$ cat src/rtl/fetch_pkg.sv
// Shared fetch constants and FSM state encoding.
// Used by instr_fetch, instr_counter and anything decoding fetch state.
package fetch_pkg;

  localparam int PC_W    = 11;
  localparam int INSTR_W = 9;
  localparam int CNT_W   = 16;

  localparam logic [INSTR_W-1:0] HALT_INSTR = '1;

  typedef enum logic [1:0] {
    ST_IDLE = 2'd0,
    ST_RUN  = 2'd1,
    ST_HALT = 2'd2
  } state_t;

endpackage

$ cat src/rtl/instr_counter.sv
// Saturating event counter: clear wins over enable, holds at all-ones.
// One-cycle update latency, no backpressure.
module instr_counter
  import fetch_pkg::*;
#(
  parameter int W = CNT_W
) (
  input  logic         Clk,
  input  logic         clear,
  input  logic         enable,
  output logic [W-1:0] count
);

  always_ff @(posedge Clk) begin
    if (clear) begin
      count <= '0;
    end else if (enable && (count != {W{1'b1}})) begin
      count <= count + 1'b1;
    end
  end

endmodule

$ cat src/rtl/instr_fetch.sv
// Instruction fetch FSM (IDLE/RUN/HALT) with registered PC, Instr is a zero-latency passthrough.
// Stall holds PC and state; FETCH_INSTR_COUNT_EN adds the InstrCount output.
module instr_fetch
  import fetch_pkg::*;
#(
  parameter int PC_W    = fetch_pkg::PC_W,
  parameter int INSTR_W = fetch_pkg::INSTR_W
) (
  input  logic               Clk,
  input  logic               Reset,
  input  logic               Start,
  input  logic [PC_W-1:0]    StartAddr,
  input  logic               Stall,
  input  logic               BranchEn,
  input  logic [PC_W-1:0]    BranchTarget,
  output logic [PC_W-1:0]    InstAddress,
  input  logic [INSTR_W-1:0] InstIn,
  output logic [INSTR_W-1:0] Instr,
  output logic               Valid,
  output logic               Done
`ifdef FETCH_INSTR_COUNT_EN
  ,
  output logic [CNT_W-1:0]   InstrCount
`endif
);

  state_t            state;
  state_t            state_nxt;
  logic [PC_W-1:0]   pc;
  logic [PC_W-1:0]   pc_nxt;
  logic              is_halt;

  // Halt opcode is all ones at whatever width the store is configured for.
  assign is_halt = &InstIn;

  always_ff @(posedge Clk) begin
    if (Reset) begin
      state <= ST_IDLE;
      pc    <= '0;
    end else begin
      state <= state_nxt;
      pc    <= pc_nxt;
    end
  end

  always_comb begin
    state_nxt = state;
    pc_nxt    = pc;
    case (state)
      ST_IDLE, ST_HALT: begin
        if (Start) begin
          state_nxt = ST_RUN;
          pc_nxt    = StartAddr;
        end
      end
      ST_RUN: begin
        // Halt takes precedence over a branch on the same instruction.
        if (!Stall) begin
          if (is_halt) begin
            state_nxt = ST_HALT;
          end else if (BranchEn) begin
            pc_nxt = BranchTarget;
          end else begin
            pc_nxt = pc + 1'b1;
          end
        end
      end
      default: begin
        state_nxt = ST_IDLE;
      end
    endcase
  end

  assign InstAddress = pc;
  assign Instr       = InstIn;
  assign Valid       = (state == ST_RUN);
  assign Done        = (state == ST_HALT);

`ifdef FETCH_INSTR_COUNT_EN
  logic start_acc;
  logic cnt_en;

  assign start_acc = Start && (state != ST_RUN);
  assign cnt_en    = (state == ST_RUN) && !Stall;

  instr_counter #(
    .W (CNT_W)
  ) u_instr_counter (
    .Clk    (Clk),
    .clear  (Reset || start_acc),
    .enable (cnt_en),
    .count  (InstrCount)
  );
`endif

endmodule

$ cat config.mk
export PLATFORM = sky130hd
export DESIGN_NAME = instr_fetch
export DESIGN_NICKNAME = d
export VERILOG_FILES = /design/src/rtl/fetch_pkg.sv /design/src/rtl/instr_counter.sv /design/src/rtl/instr_fetch.sv
export SDC_FILE = /design/constraint.sdc
export NUM_CORES = 1
export LEC_CHECK = 0
export ABC_CLOCK_PERIOD_IN_PS = 2100
export CORE_MARGIN = 2
export CORE_UTILIZATION = 38
export CTS_CLUSTER_DIAMETER = 30
export DETAILED_ROUTE_END_ITERATION = 10
export PLACE_DENSITY_LB_ADDON = 0.25
export RECOVER_POWER = 100
export SLEW_MARGIN = 5
export SYNTH_ARGS = -nofsm -noshare
export SYNTH_HDL_FRONTEND = slang
export SYNTH_HIERARCHICAL = 1
export SYNTH_SLANG_ARGS = --single-unit
export TNS_END_PERCENT = 100
$ cat constraint.sdc
create_clock -name Clk -period 2.1 [get_ports Clk]
set_input_delay 0.63 -clock Clk [delete_from_list [all_inputs] [get_ports Clk]]
set_output_delay 0.63 -clock Clk [all_outputs]
set_load 0.1 [all_outputs]
==> flow_summary.toml, run 1 <==
[run_status]
status = "finished, final reports clean"

[grt]
grt_pass1_wl_mm = 5.51
antenna_found_initial = 0
first_global_vias = 1243
grt_max_degree = 12
overflow = 0
track_usage_pct = 22.0

[synth]
synthAdderAreaFrac_pct = 1.19
yosys_warnings = 6
synth_compound_area_share_pct = 22.5
ys_seq_area_share_pct = 24.8
synth.most_common_cell = "nand2_1"
ys_ff_latch = 13
yosys.area_share.xor_xnor_pct = 4.17
synth-async-reset-ratio_pct = 0
netlist_area_um2 = 1050
synth_area_leaders = "dfxtp_1 (25%), nand2_1 (7.2%), buf_4 (6.4%), clkbuf_8 (5.2%), nand3_1 (4.3%)"
muxShareOfSynthArea_pct = 2.86
synthSimpleGateAreaFrac_pct = 29.1
yosysTopAreaCellShare_pct = 24.8
synth-edff-count = 0
synthTopCellsByCount = "nand2_1 (20), dfxtp_1 (13), buf_4 (9), nand3_1 (9), nor2_1 (9)"
synth_top_family_by_area = "simple AND/OR/NAND/NOR gates"
synth_top_area_cell = "dfxtp_1"
synthesis.nets = 167
synthFlopType = "dfxtp_1"
synth_cells = 130
syn_avg_cell_area_um2 = 8.08
yosysUniqueCellTypes = 37

[clock_tree]
cts_resized = 0
clockBufferDepth = 2
h-tree-depth = 1
clock-root-buffer = "clkbuf_4"
postCtsSetupBuffers = 0
cts_sinks = 13
cts_buffers = 3
path_clk_slew_ps = 90
cts_tree = "yes"
hold_buffers = 0
clk_latency_ps = 280

[sta]
skew_ps = 3.24
finalCritPeriodShare_pct = 98.0
maxSlewViolCount = 0
setup_viol = 0
hold_ws_ps = 479
rsz0062_at_grt = "false"
worst_slew_pin_slew_ps = 563
max_freq_ghz = 0.486
finalHoldViolCount = 0
slew-limit-headroom_pct = 62.6
setup_tns_ps = 0
fin_crit_ps = 2060

[floorplanning]
fp.coreArea_um2 = 2690
ios = 58
die_y_um = 56.6
die_w_um = 56.6
die_area_um2 = 3200
start_util_pct = 39.1
fp-row-count = 19

[placement]
place_hpwl_mm = 2.76
gp_congestion = 0.900
placedInstanceArea_um2 = 1880
portBuffers = 57

[drt]
wl_per_cell_um = 15.1
met3_length_um = 174
topRoutingLayerUsed = "met4"
wl_met1_mm = 1.35
drt_iter0_drc = 28
firstDrtPassIters = 4
ant_nets = 0
via_per_inst = 5.52
routed_wl_mm = 3.41
drc = 0
wl_met2_mm = 1.77
num_vias = 1242

[setup_path]
start_kind = "input port"
crit_path_max_incr_delay_ps = 490
critPathTopFamily = "buffers and inverters"
cp.required_ps = 1470
cp.arrival_ps = 1430
path_buf_inv = 3
end_kind = "output pin"
crit_chain = "clkdlybuf4s50_1, buf_4, buf_8"
worstSetupPathType = "in -> out"
path_max_fanout = 2
slowest_stage = "clkdlybuf4s50_1"

[flow_run]
drv_cap = 0

[cells_and_area]
area_delta_synth_final_pct = 64.0
design_area_um2 = 1720
nNetsFinal = 232
drive_gt1_share_pct = 28.4
diodes = 0

[power]
powerDensity_nw_per_um2 = 591
peakVddDrop_mv = 0.562
leakagePower_uw = 0.000708

[min_path]
hp-class = "reg -> reg"
[registers in the layout, summed over array words and instances, names as in the netlist]
signal / cells
state: 2
InstAddress: 11
[where the power goes]
part | internal (µW) | leakage [µW] | switching [µW]
Clock | 70.8 | 0.0000177 | 91.2
Sequential | 270 | 0.000108 | 34.9
Combinational | 195 | 0.000583 | 355
[final cells by class]
type	instances	area, µm²
fill	260	965
timing repair buffer	76	758
multi-input combinational	99	628
sequential	13	262
tap	31	38.8
clock buffer	3	22.5
inverter	2	7.51
clock inverter	1	5.00
[worst reg2reg max path, cell delays in order, from the launching register on]
cell      delay (ps)
dfxtp_1          520
and3_1           300
nor3b_2          210
xor2_1           180
o211ai_1         110
a311oi_2         230
[layout by cell type, fill, tap and decap left out, types with 4 or more instances in the layout]
cell and instances:
a21oi_1 6, and3_1 4, buf_12 5, buf_4 18, buf_8 8, clkbuf_2 9, clkbuf_4 4, clkdlybuf4s50_1 34
dfxtp_1 12, nand2_1 20, nand2b_1 5, nand3_1 9, nor2_1 9, o211ai_1 5, o21ai_0 4
[per-stage QoR]
step                      power, µW  worst slack, ps  instances  utilization [%]
after floorplan                 686             13.0        130                -
after global placement          921             -118        221             69.8
after detailed placement        934             -206        221             69.8
after CTS                      1100             54.0        225             70.8
after global routing           1060             17.6        225             64.1
final                          1020             41.3        225             64.1
[metal layers]
metal	track usage (%)	vias up
li1	-	594
met1	25.2	593
met2	37.4	41
met3	6.68	14
met4	9.52	0
met5	0	-
[worst paths after layout]
check	slack [ps]	end	depth (start not counted)	start
min reg2reg	480	InstAddress[1]	2	InstAddress[1]
max reg2reg	460	InstAddress[9]	5	InstAddress[2]
min	480	InstAddress[1]	2	InstAddress[1]
max	40	Instr[1]	3	InstIn[1]
[logic make-up (layout without fill, tap and decap cells)]
| logic type | count (synthesis) | count (layout) |
|---|---|---|
| flip-flops | 13 | 13 |
| XOR/XNOR | 5 | 5 |
| adder cells (fa/ha/maj) | 1 | 1 |
| AND/OR/NAND/NOR | 60 | 60 |
| multiplexers | 3 | 3 |
| buffers and inverters | 18 | 82 |
| AO/OA/AOI/OAI | 30 | 30 |
No activity file was read; power rests on OpenSTA's default activity.
==> run 2: changes to the inputs <==
--- a/config.mk
+++ b/config.mk
@@ -12,6 +12,7 @@
 export DETAILED_ROUTE_END_ITERATION = 10
 export PLACE_DENSITY_LB_ADDON = 0.25
 export RECOVER_POWER = 100
+export REMOVE_ABC_BUFFERS = 1
 export SLEW_MARGIN = 5
 export SYNTH_ARGS = -nofsm -noshare
 export SYNTH_HDL_FRONTEND = slang
==> flow_summary.toml, run 2 (same netlist as run 1, synthesis figures left out) <==
[setup_path]
crit_chain = "clkdlybuf4s50_1, buf_4, buf_6"
start_kind = "input port"
crit_path_max_incr_delay_ps = 480
critPathTopFamily = "buffers and inverters"
worstSetupPathType = "in -> out"
cp.required_ps = 1470
cp.arrival_ps = 1430
path_max_fanout = 2
path_buf_inv = 3
ff2ff_setup_slack_ps = 490
end_kind = "output pin"
slowest_stage = "clkdlybuf4s50_1"

[clock_tree]
h-tree-depth = 1
clk_latency_ps = 300
cts_buffers = 3
hold_buffers = 0
cts_tree = "yes"
path_clk_slew_ps = 70
cts_resized = 0
cts_sinks = 13
clock-root-buffer = "clkbuf_4"
postCtsSetupBuffers = 0
clockBufferDepth = 2

[power]
pwr-share-clk_pct = 16.7
comb_power_share_pct = 52.6
swShare_pct = 47.7
powerDensity_nw_per_um2 = 606
leakagePower_uw = 0.000675
internal-power_uw = 520
peakVddDrop_mv = 0.421
seqPwrFrac_pct = 30.7
power.switching_uw = 474

[sta]
finalCritPeriodShare_pct = 98.1
max_freq_ghz = 0.486
slew-limit-headroom_pct = 63.4
worst_slew_pin_slew_ps = 551
setup_ws_ps = 40.5
maxSlewViolCount = 0
skew_ps = 11.6
rsz0062_at_grt = "false"
fin_crit_ps = 2060
setup_viol = 0
finalHoldViolCount = 0
hold_ws_ps = 519

[floorplanning]
fp-row-count = 19
die_y_um = 56.6
fp.coreArea_um2 = 2690
die_area_um2 = 3200
die_w_um = 56.6
start_util_pct = 39.1
ios = 58

[flow_run]
drv_cap = 0

[cells_and_area]
drive_gt1_share_pct = 26.7
nNetsFinal = 229
largest_reg_flops = 11
final_common_cell = "clkdlybuf4s50_1"
diodes = 0
area_delta_synth_final_pct = 56.1
layout_common_cells = "clkdlybuf4s50_1 (35), nand2_1 (20), buf_4 (14), dfxtp_1 (13), clkbuf_2 (13)"

[grt]
first_global_vias = 1187
grt_pass1_wl_mm = 5.40
antenna_found_initial = 0
overflow = 0
track_usage_pct = 21.6
grt_max_degree = 17

[drt]
drt_iter0_drc = 23
via_per_inst = 5.45
ant_nets = 0
wl_per_cell_um = 14.6
routed_wl_mm = 3.24
num_vias = 1211
firstDrtPassIters = 4
drc = 0

[placement]
place_hpwl_mm = 2.52
gp_congestion = 0.848
portBuffers = 57
place_ws_ps = -284

[min_path]
hp-class = "reg -> reg"

[run_status]
status = "finished, final reports clean"
==> run 2: cell count changes in the layout (fill, tap and decap cells not counted), moves of 2 or more <==
cell,previous run,this run
buf_12,5,2
clkbuf_2,9,13
buf_8,8,6
buf_6,0,2
buf_4,18,14
==> run 2: area by class of cell <==
class	count	area, µm²
Fill cell	249	1050
Timing Repair Buffer	73	681
Multi-Input combinational cell	99	626
Sequential cell	13	260
Tap cell	31	38.8
Clock buffer	4	26.3
Inverter	2	7.51
==> run 2: path summary, 6_finish.rpt <==
check                                    start             end  cells past startpoint
worst max register to register        state[1]  InstAddress[7]                      6
worst max-delay path                 InstIn[2]        Instr[2]                      3
worst min-delay path            InstAddress[1]  InstAddress[1]                      2
worst min register to register  InstAddress[1]  InstAddress[1]                      2
==> run 2: power groups by stage <==
stage	Combinational, µW	Clock (µW)	Sequential (µW)
after floorplan	119	0	453
after CTS	602	165	316
final	523	166	305
after global placement	592	0	319
after global routing	547	176	310
after detailed placement	601	0	321
==> run 2: worst reg2reg max path, delay by kind of cell, from the launching register on <==
| family | cells | cell delay (ps) |
|---|---|---|
| AND/OR/NAND/NOR | 3 | 440 |
| buffers and inverters | 1 | 270 |
| AO/OA/AOI/OAI | 2 | 500 |
| flip-flops | 1 | 330 |
==> run 2: per-stage QoR <==
step	power [µW]	area, µm²	cells	TNS [ps]	util (%)
finish	994	1640	222	0	61.0
global route	1030	1640	222	0	61.0
CTS	1080	1870	222	0	69.7
detailed placement	921	1850	218	-2520	68.7
global placement	912	1850	218	-2180	68.7
floorplan	572	897	114	-403	-
==> run 2: routing by layer <==
layer | wire, µm | track usage, % | vias up
met3 | 220 | 4.38 | 5
li1 | - | - | 587
met4 | 48 | 8.16 | 0
met1 | 1320 | 24.8 | 568
met2 | 1660 | 38.7 | 51
met5 | 0 | 0 | -
